<file path="src/rtl/msx_cas_encoder_if.sv">
// Command handshake between a cassette-encoder client and msx_cas_encoder.
interface msx_cas_encoder_if;
  logic       cmd_valid;
  logic       cmd_ready;
  logic       cmd_hdr;
  logic       cmd_long;
  logic [7:0] cmd_data;

  modport master (output cmd_valid, cmd_hdr, cmd_long, cmd_data, input cmd_ready);
  modport slave  (input cmd_valid, cmd_hdr, cmd_long, cmd_data, output cmd_ready);
endinterface

</file>
<file path="src/rtl/msx_cas_encoder.sv">
// MSX cassette FSK encoder: emits leader tones or 11-bit byte frames on cas_out.
module msx_cas_encoder #(
  parameter int unsigned CLK_HZ = 21477272
) (
  input  logic             clk_sys,
  input  logic             reset,
  msx_cas_encoder_if.slave cmd,
  input  logic             baud,
  output logic             cas_out,
  output logic             busy
);
  localparam int unsigned H  = CLK_HZ / 9600;
  localparam int unsigned CW = ($clog2(4*H + 1) > 14) ? $clog2(4*H + 1) : 14;
  localparam logic [CW-1:0] P1_SLOW = CW'(2*H);
  localparam logic [CW-1:0] P1_FAST = CW'(H);
  localparam logic [CW-1:0] ONE     = CW'(1);

  typedef enum logic [1:0] {IDLE, HDR, BYTE} state_t;

  state_t        state_q, state_n;
  logic [CW-1:0] half_q, half_n;
  logic [14:0]   cyc_q, cyc_n;
  logic [10:0]   frame_q, frame_n;
  logic [3:0]    bit_q, bit_n;
  logic          sub_q, sub_n;
  logic          baud_q, baud_n;
  logic          cas_n, busy_n;
  logic [CW-1:0] p1_cur, p0_cur, p1_in, half_len;
  logic [14:0]   lead_last;

  assign cmd.cmd_ready = ~busy;

  always_comb begin
    p1_cur = baud_q ? P1_FAST : P1_SLOW;
    p0_cur = p1_cur << 1;
    p1_in  = baud ? P1_FAST : P1_SLOW;
    // Leader lengths stored as N-1 so the counter ends at zero.
    case ({baud, cmd.cmd_long})
      2'b00:   lead_last = 15'd3999;
      2'b01:   lead_last = 15'd15999;
      2'b10:   lead_last = 15'd7999;
      default: lead_last = 15'd31999;
    endcase
    half_len = (state_q == BYTE && !frame_q[0]) ? p0_cur : p1_cur;
  end

  always_comb begin
    state_n = state_q;
    half_n  = half_q;
    cyc_n   = cyc_q;
    frame_n = frame_q;
    bit_n   = bit_q;
    sub_n   = sub_q;
    baud_n  = baud_q;
    cas_n   = cas_out;
    busy_n  = busy;
    case (state_q)
      IDLE: begin
        if (cmd.cmd_valid) begin
          baud_n = baud;
          cas_n  = 1'b1;
          busy_n = 1'b1;
          if (cmd.cmd_hdr) begin
            state_n = HDR;
            cyc_n   = lead_last;
            half_n  = p1_in - ONE;
          end else begin
            state_n = BYTE;
            frame_n = {2'b11, cmd.cmd_data, 1'b0};
            bit_n   = 4'd0;
            sub_n   = 1'b0;
            half_n  = (p1_in << 1) - ONE;
          end
        end
      end
      HDR, BYTE: begin
        if (half_q != '0) begin
          half_n = half_q - ONE;
        end else if (cas_out) begin
          cas_n  = 1'b0;
          half_n = half_len - ONE;
        end else if (state_q == HDR) begin
          if (cyc_q == '0) begin
            state_n = IDLE;
            busy_n  = 1'b0;
          end else begin
            cyc_n  = cyc_q - 15'd1;
            cas_n  = 1'b1;
            half_n = p1_cur - ONE;
          end
        end else if (frame_q[0] && !sub_q) begin
          // A 1-bit is two short cycles; the first just re-arms the same bit.
          sub_n  = 1'b1;
          cas_n  = 1'b1;
          half_n = p1_cur - ONE;
        end else if (bit_q == 4'd10) begin
          state_n = IDLE;
          busy_n  = 1'b0;
        end else begin
          sub_n   = 1'b0;
          frame_n = frame_q >> 1;
          bit_n   = bit_q + 4'd1;
          cas_n   = 1'b1;
          half_n  = (frame_q[1] ? p1_cur : p0_cur) - ONE;
        end
      end
      default: state_n = IDLE;
    endcase
  end

  always_ff @(posedge clk_sys) begin
    if (reset) begin
      state_q <= IDLE;
      half_q  <= '0;
      cyc_q   <= '0;
      frame_q <= '0;
      bit_q   <= '0;
      sub_q   <= 1'b0;
      baud_q  <= 1'b0;
      cas_out <= 1'b0;
      busy    <= 1'b0;
    end else begin
      state_q <= state_n;
      half_q  <= half_n;
      cyc_q   <= cyc_n;
      frame_q <= frame_n;
      bit_q   <= bit_n;
      sub_q   <= sub_n;
      baud_q  <= baud_n;
      cas_out <= cas_n;
      busy    <= busy_n;
    end
  end
endmodule
</file>
<file path="src/flat_wrapper.sv">
// flat-port wrapper written by rule: the top's interface ports become plain ports
module msx_cas_encoder_flat 
#(
  parameter int unsigned CLK_HZ = 21477272
)
  (clk_sys, reset, baud, cas_out, busy, cmd_cmd_valid, cmd_cmd_hdr, cmd_cmd_long, cmd_cmd_data, cmd_cmd_ready);
  msx_cas_encoder_if cmd_i ();
  input  logic clk_sys;
  input  logic reset;
  input  logic baud;
  output logic cas_out;
  output logic busy;
  input wire logic [$bits(cmd_i.cmd_valid)-1:0] cmd_cmd_valid;
  input wire logic [$bits(cmd_i.cmd_hdr)-1:0] cmd_cmd_hdr;
  input wire logic [$bits(cmd_i.cmd_long)-1:0] cmd_cmd_long;
  input wire logic [$bits(cmd_i.cmd_data)-1:0] cmd_cmd_data;
  output wire logic [$bits(cmd_i.cmd_ready)-1:0] cmd_cmd_ready;
  assign cmd_i.cmd_valid = cmd_cmd_valid;
  assign cmd_i.cmd_hdr = cmd_cmd_hdr;
  assign cmd_i.cmd_long = cmd_cmd_long;
  assign cmd_i.cmd_data = cmd_cmd_data;
  assign cmd_cmd_ready = cmd_i.cmd_ready;
  msx_cas_encoder #(.CLK_HZ(CLK_HZ)) u_core (.clk_sys(clk_sys), .reset(reset), .cmd(cmd_i), .baud(baud), .cas_out(cas_out), .busy(busy));
endmodule
</file>
<file path="config.mk">
export PLATFORM = sky130hd
export DESIGN_NAME = msx_cas_encoder_flat
export DESIGN_NICKNAME = d
export VERILOG_FILES = /design/src/rtl/msx_cas_encoder_if.sv /design/src/rtl/msx_cas_encoder.sv /design/src/flat_wrapper.sv
export SDC_FILE = /design/constraint.sdc
export NUM_CORES = 1
export LEC_CHECK = 0
export BUFFER_PORTS_ARGS = -buffer_cell sky130_fd_sc_hd__buf_2
export CORE_ASPECT_RATIO = 1.75
export CORE_MARGIN = 2
export CORE_UTILIZATION = 56
export DETAILED_ROUTE_END_ITERATION = 6
export PLACE_DENSITY = 0.77
export SLEW_MARGIN = 20
export SYNTH_ARGS = -nofsm -noshare
export SYNTH_HDL_FRONTEND = slang
export SYNTH_SLANG_ARGS = --single-unit
</file>
<file path="constraint.sdc">
create_clock -name clk_sys -period 2.53 [get_ports clk_sys]
set_input_delay 0.253 -clock clk_sys [delete_from_list [all_inputs] [get_ports clk_sys]]
set_output_delay 0.253 -clock clk_sys [all_outputs]
set_load 0.01 [all_outputs]
</file>
Word level (Yosys, flattened, before mapping)
Cells that the tools add are included.
{"block": "totals", "reg_bits": 50, "latchBits": 0, "mem_bits_rw": 0, "rom_bits": 0, "inputBits": 14, "output_inout_bits": 3, "memories": 0}
{"block": "classes", "addsub": 8, "mul": 0, "div_mod_pow": 0, "n_lt_le_gt_ge": 0, "eq_ne": 21, "n_shift": 0, "n_mux": 69, "bitwise_logic": 1, "n_reduce_logical": 18}
{"operator": "14-bit two-way mux", "n": 10}
{"operator": "15-bit two-way mux", "n": 6}
{"operator": "14-bit by 1-bit subtractor with 14-bit output (second input constant)", "n": 6}
{"operator": "11-bit two-way mux", "n": 7}
{"operator": "15-bit one-hot mux with 3 select lines", "n": 1}
{"operator": "15-bit one-hot mux with 2 select lines", "n": 1}
{"operator": "4-bit two-way mux", "n": 7}
{"operator": "14-bit one-hot mux with 2 select lines", "n": 1}
{"operator": "13-bit two-way mux", "n": 2}
{"operator": "11-bit one-hot mux with 2 select lines", "n": 1}
{"operator": "7-bit AND reduction", "n": 3}
{"operator": "1-bit two-way mux", "n": 20}
{"operator": "2-bit != test (second input constant)", "n": 9}
{"operator": "2-bit two-way mux", "n": 8}
{"operator": "15-bit logical NOT", "n": 1}
{"operator": "15-bit by 1-bit subtractor with 15-bit output (second input constant)", "n": 1}
{"operator": "14-bit nonzero test", "n": 1}
{"operator": "4-bit one-hot mux with 2 select lines", "n": 1}
{"operator": "8-bit AND reduction", "n": 1}
{"operator": "3-bit by 2-bit != test with 1-bit output (second input constant)", "n": 2}
{"operator": "6-bit by 2-bit != test with 1-bit output (second input constant)", "n": 1}
{"operator": "1-bit one-hot mux with 2 select lines", "n": 3}
{"operator": "6-bit AND reduction", "n": 1}
{"operator": "5-bit by 3-bit != test with 1-bit output (second input constant)", "n": 1}
{"operator": "17 further kinds", "n": 22}

Longest topological paths before layout
{"block": "depth", "depth_word": 9, "ltp_mapped": 10, "depth_no_buf": 10}

Worst setup path after synthesis
Ideal clock, no wire load.
{"block": "synth_timing", "kind": "register to register", "startpoint": "register u_core.state_q[0]", "endpoint": "register u_core.bit_q[3]", "setup_time_ps": 70, "arrival_ps": 2305, "t_required_ps": 2460, "slack_ps": 154, "path_stages_with_launch": 8, "n_path_buf": 0, "cell_sequence": "dfxtp_1 > inv_1 > ha_1 > clkinv_1 > o21ai_0 > nand4_1 > or4_1 > a21oi_1"}
{"block": "synth_via", "elab_chain_cells": 4}
{"item": "from (decl)", "line": "msx_cas_encoder.sv:20", "source": "state_t state_q, state_n;"}
{"item": "from (signal assigned)", "line": "msx_cas_encoder.sv:123", "source": "state_q <= state_n;"}
{"item": "2-bit by 1-bit equality test with 1-bit output or 2-bit equality test (tied branches)", "line": "msx_cas_encoder.sv:57, msx_cas_encoder.sv:82"}
{"item": "2-bit OR reduction", "line": "msx_cas_encoder.sv:57", "source": "case (state_q)"}
{"item": "2-bit != test (no line) or 2-bit nonzero test (tied branches)"}
{"item": "8-bit AND reduction (no line)"}
{"item": "to (signal assigned)", "line": "msx_cas_encoder.sv:127", "source": "bit_q <= bit_n;"}
{"item": "to (decl)", "line": "msx_cas_encoder.sv:24", "source": "logic [3:0] bit_q, bit_n;"}
Parallel ways exist; a longest one is shown, timed or not.
A chain may end at the register's enable or synchronous reset.

Worst setup path in the final report
{"block": "layout_timing", "startpoint": "register u_core.half_q[0]", "endpoint": "register u_core.frame_q[8]"}
{"block": "layout_via", "elab_chain_cells": 3}
{"item": "from (decl)", "line": "msx_cas_encoder.sv:21", "source": "logic [CW-1:0] half_q, half_n;"}
{"item": "from (signal assigned)", "line": "msx_cas_encoder.sv:124", "source": "half_q <= half_n;"}
{"item": "14-bit nonzero test", "line": "msx_cas_encoder.sv:77", "source": "if (half_q != '0) begin"}
{"item": "2-bit != test (no line)"}
{"item": "8-bit AND reduction (no line)"}
{"item": "to (signal assigned)", "line": "msx_cas_encoder.sv:126", "source": "frame_q <= frame_n;"}
{"item": "to (decl)", "line": "msx_cas_encoder.sv:23", "source": "logic [10:0] frame_q, frame_n;"}
No other way between the ends.

==> impl_summary.txt <==
----------------------------------------------------
[Outcome]
  Outcome ... finished clean

[Timing]
  Final critical path time including I/O delays and setup ... 2.39 ns
  Highest Clock Rate ... 419 MHz
  Final hold viol count ... 0
  Final Max Tran Viols ... 0
  Final setup viols ... 0
  Final setup skew ... 0.0117 ns
  Portion of the clock cycle consumed by the worst path in the final layout ... 94.3%
  RSZ-0062 raised after global routing ... false
  Slew at the pin with the worst max-slew slack ... 0.530 ns
  Max_slew headroom ... 63.8%

[Power]
  Switch share ... 50.7%
  Power per standard cell area ... 1490 mW/mm^2
  Share of total power in sequential cells ... 24.0%
  Reported net switching power ... 3020 uW
  Part of the power in combinational logic ... 66.0%
  Clock share of power ... 10.1%
  Worst VDD drop ... 780 uV
  Leakage power figure ... 0.00152 uW
  Internal power summed over all cells ... 2940 uW

[Yosys]
  Count of yosys warnings during synthesis ... 0
  Number of distinct library cells after synthesis ... 68
  Post-synthesis sequential area ratio ... 28.5%
  Number of enable-type register cells in the synthesized netlist ... 0
  Synthesized cell area ... 0.00351 sq mm
  Most area-consuming cells after synthesis ... dfxtp_1 29%, ha_1 8.6%, nor2_1 4.5%, a21oi_1 3.7%, mux2i_1 3.4%
  Syn nets ... 465
  Synthesized instance count ... 427
  Share of synthesized area spent on multiplexers ... 3.42%
  Fraction of the mapped netlist area in adder cells ... 8.56%
  Simple-Gate Fraction of Synth Area ... 22.0%
  Synth async-reset ratio ... 0%
  Compound-Gate Fraction of Synth Area ... 31.0%
  Number of synthesized register bits ... 50
  Area share of xor/xnor cells in the synthesized design ... 0.499%
  Library cell with the largest summed area after synthesis ... dfxtp_1
  Avg Inst Size Synth ... 8.22 sq um
  Dominant combinational cell family by area after synthesis ... compound AO/OA/AOI/OAI gates
  Synth Flop Type ... dfxtp_1
  Post-synth top area share ... 28.5%

[Placed design]
  Placed instance area ... 0.00380 sq mm
  Total of buffers placed on input and output ports ... 16
  DP Wirelength ... 7520 microns
  Final GP Congestion ... 0.975
  Cell Count Post-Placement ... 525

[Detailed routing]
  DR DRC count ... 0
  Antenna Nets Post-Route ... 0
  Wirelength, routed ... 10500 microns
  Total vias in the final route ... 3633
  DRC violation total after the first TritonRoute iteration ... 332
  Via/cell ratio ... 6.75
  Average wire length per cell after detail routing ... 19.5 microns
  Initial DRT Pass Iterations ... 5

[Critical path]
  Critical Path AT ... 2.63 ns
  Crit path max fanout ... 15
  Startpoint type of the worst setup path ... register
  Required time worst endpoint ... 2.77 ns
  Depth of the worst register-to-register path ... 8
  Worst Setup Path Type ... reg -> reg
  Crit path capture type ... register

[Cells and area]
  Final standard cell utilization of the core ... 65.2%
  Finished Layout Cells ... 538
  Fin area ... 0.00400 sq mm
  Number of antenna diodes ... 0
  Ratio of cells with drive above 1 in the final layout ... 18.6%
  Commonest non-fill, non-tap cell in the layout ... dfxtp_1
  Area growth, synth to finish ... 13.9%
  Commonest cells after routing, fill and taps aside ... 50 x dfxtp_1, 42 x nor2_1, 33 x buf_4
  Nets@finish ... 495

[Min path]
  Hold-critical path depth ... 3
  Type of the tightest min-delay check ... in -> reg

[Die]
  Starting utilization of the core area ... 57.2%
  Die area ... 0.00694 sq mm
  Horiz. Die Dim ... 63.8 microns
  Count of boundary I/O pins ... 17
  Placement Rows ... 38
  Die Height ... 109 microns
  Core area ... 0.00613 sq mm

[Clock tree]
  Clock tree buffer depth ... 2
  Clk pin slew, worst setup/hold paths ... 0.11 ns
  TritonCTS clock tree ... done
  Num CTS Buffers ... 5
  Number of sinks driven by the clock tree ... 50
  Total of hold buffers inserted after clock tree synthesis ... 0
  Clk Latency, worst-skew pair ... 0.32 ns
  CTS root buffer ... clkbuf_8
  Htree depth ... 2

[GRT]
  Pin count of the biggest net entering global routing ... 32
  Aggregate global routing overflow ... 0
  Global-route wire length before repair ... 17200 microns
  Via count of the first global-routing pass ... 3504
  Total global routing track utilization ... 31.3%
  Antenna violations before repair ... 0

[Job]
  Max-capacitance violation count ... 0

----------------------------------------------------
## per-layer routing
metal / part of all wire [%] / global-route usage [%]
met2: 51 / 54.4
met3: 6.0 / 4.13
met5: 0 / 0
met1: 37 / 34.9
met4: 5.2 / 21.4
## kinds of logic after synthesis
group / count (synthesis)
muxes: 12
buffers and inverters: 52
DFF: 50
AOI/OAI and AO/OA: 142
adders and majority gates: 24
xor gates and xnor gates: 2
and+or+nand+nor: 145
## per-stage QoR
stage	total power [uW]	TNS, ns	hold WS, ns	setup WS (ns)
2_1_floorplan	3970	0	0.401	0.154
3_3_place_gp	5030	0	0.459	0.114
3_5_place_dp	5100	0	0.463	0.0280
5_1_grt	6380	0	0.231	0.00289
6_report	5960	0	0.229	0.145
4_1_cts	5700	-0.00822	0.225	-0.00822
## worst max-delay path, stage by stage, from the launching register on
cell	delay [ns]
dfxtp_1	0.34
inv_1	0.09
ha_1	0.18
or4b_4	0.54
o41ai_4	0.36
o2111a_2	0.38
buf_12	0.17
nor2_1	0.05
a211oi_2	0.19
## cells in the mapped netlist, types with 3 or more instances
cell type / count
dfxtp_1: 50
nor2_1: 42
nand2_1: 27
a21oi_1: 26
ha_1: 24
inv_1: 22
clkbuf_1: 19
nor3_1: 16
a31oi_1: 14
mux2i_1: 12
nand3_1: 12
o21ai_0: 12
a211oi_1: 11
a311oi_1: 11
o31ai_1: 10
o32ai_1: 9
nand2b_1: 8
a211oi_2: 7
nor4_1: 7
nand4_1: 6
o21a_1: 5
or3_1: 4
a221oi_1: 3
buf_1: 3
buf_2: 3
clkinv_1: 3
nor2b_1: 3
o211ai_1: 3
o311a_1: 3
o311ai_0: 3
o41ai_1: 3
or4_1: 3
## worst paths after layout
| path | startpoint | end | slack (ns) |
|---|---|---|---|
| setup / recovery | u_core.half_q[0] | u_core.frame_q[8] | 0.14 |
| hold / removal | cmd_cmd_valid | u_core.baud_q | 0.23 |
| hold reg to reg | u_core.cyc_q[12] | u_core.cyc_q[12] | 0.49 |
| setup reg to reg | u_core.half_q[0] | u_core.frame_q[8] | 0.14 |
## area by class of cell
cell class	count	area, sq um
Clock buffer	5	68.8
Clock inverter	3	45.0
Fill cell	519	2140
Inverter	25	93.8
Multi-Input combinational cell	325	2340
Sequential cell	50	1000
Tap cell	80	100
Timing Repair Buffer	50	348
## flip-flops by register name, indices dropped and copies added (netlist names)
name and count:
u_core.frame_q 11, u_core.baud_q 1, u_core.sub_q 1, u_core.state_q 2, u_core.half_q 14, u_core.busy 1
u_core.bit_q 4, u_core.cyc_q 15, u_core.cas_out 1
## repair_timing
action / 4_1_cts / 5_1_grt
setup endpoints to repair: 1 / 26
gates resized for setup: 0 / 8
pin swaps: 0 / 1
buffers inserted: 0 / 5
gates cloned: 0 / 0
## power groups by stage
stage          Sequential (uW)  Combinational, uW  Clock (uW)
6_report                  1430               3930         600
5_1_grt                   1470               4290         628
4_1_cts                   1400               3710         600
3_5_place_dp              1410               3690           0
3_3_place_gp              1400               3630           0
2_1_floorplan             1330               2640           0
Power figures use the tool's default switching activity.
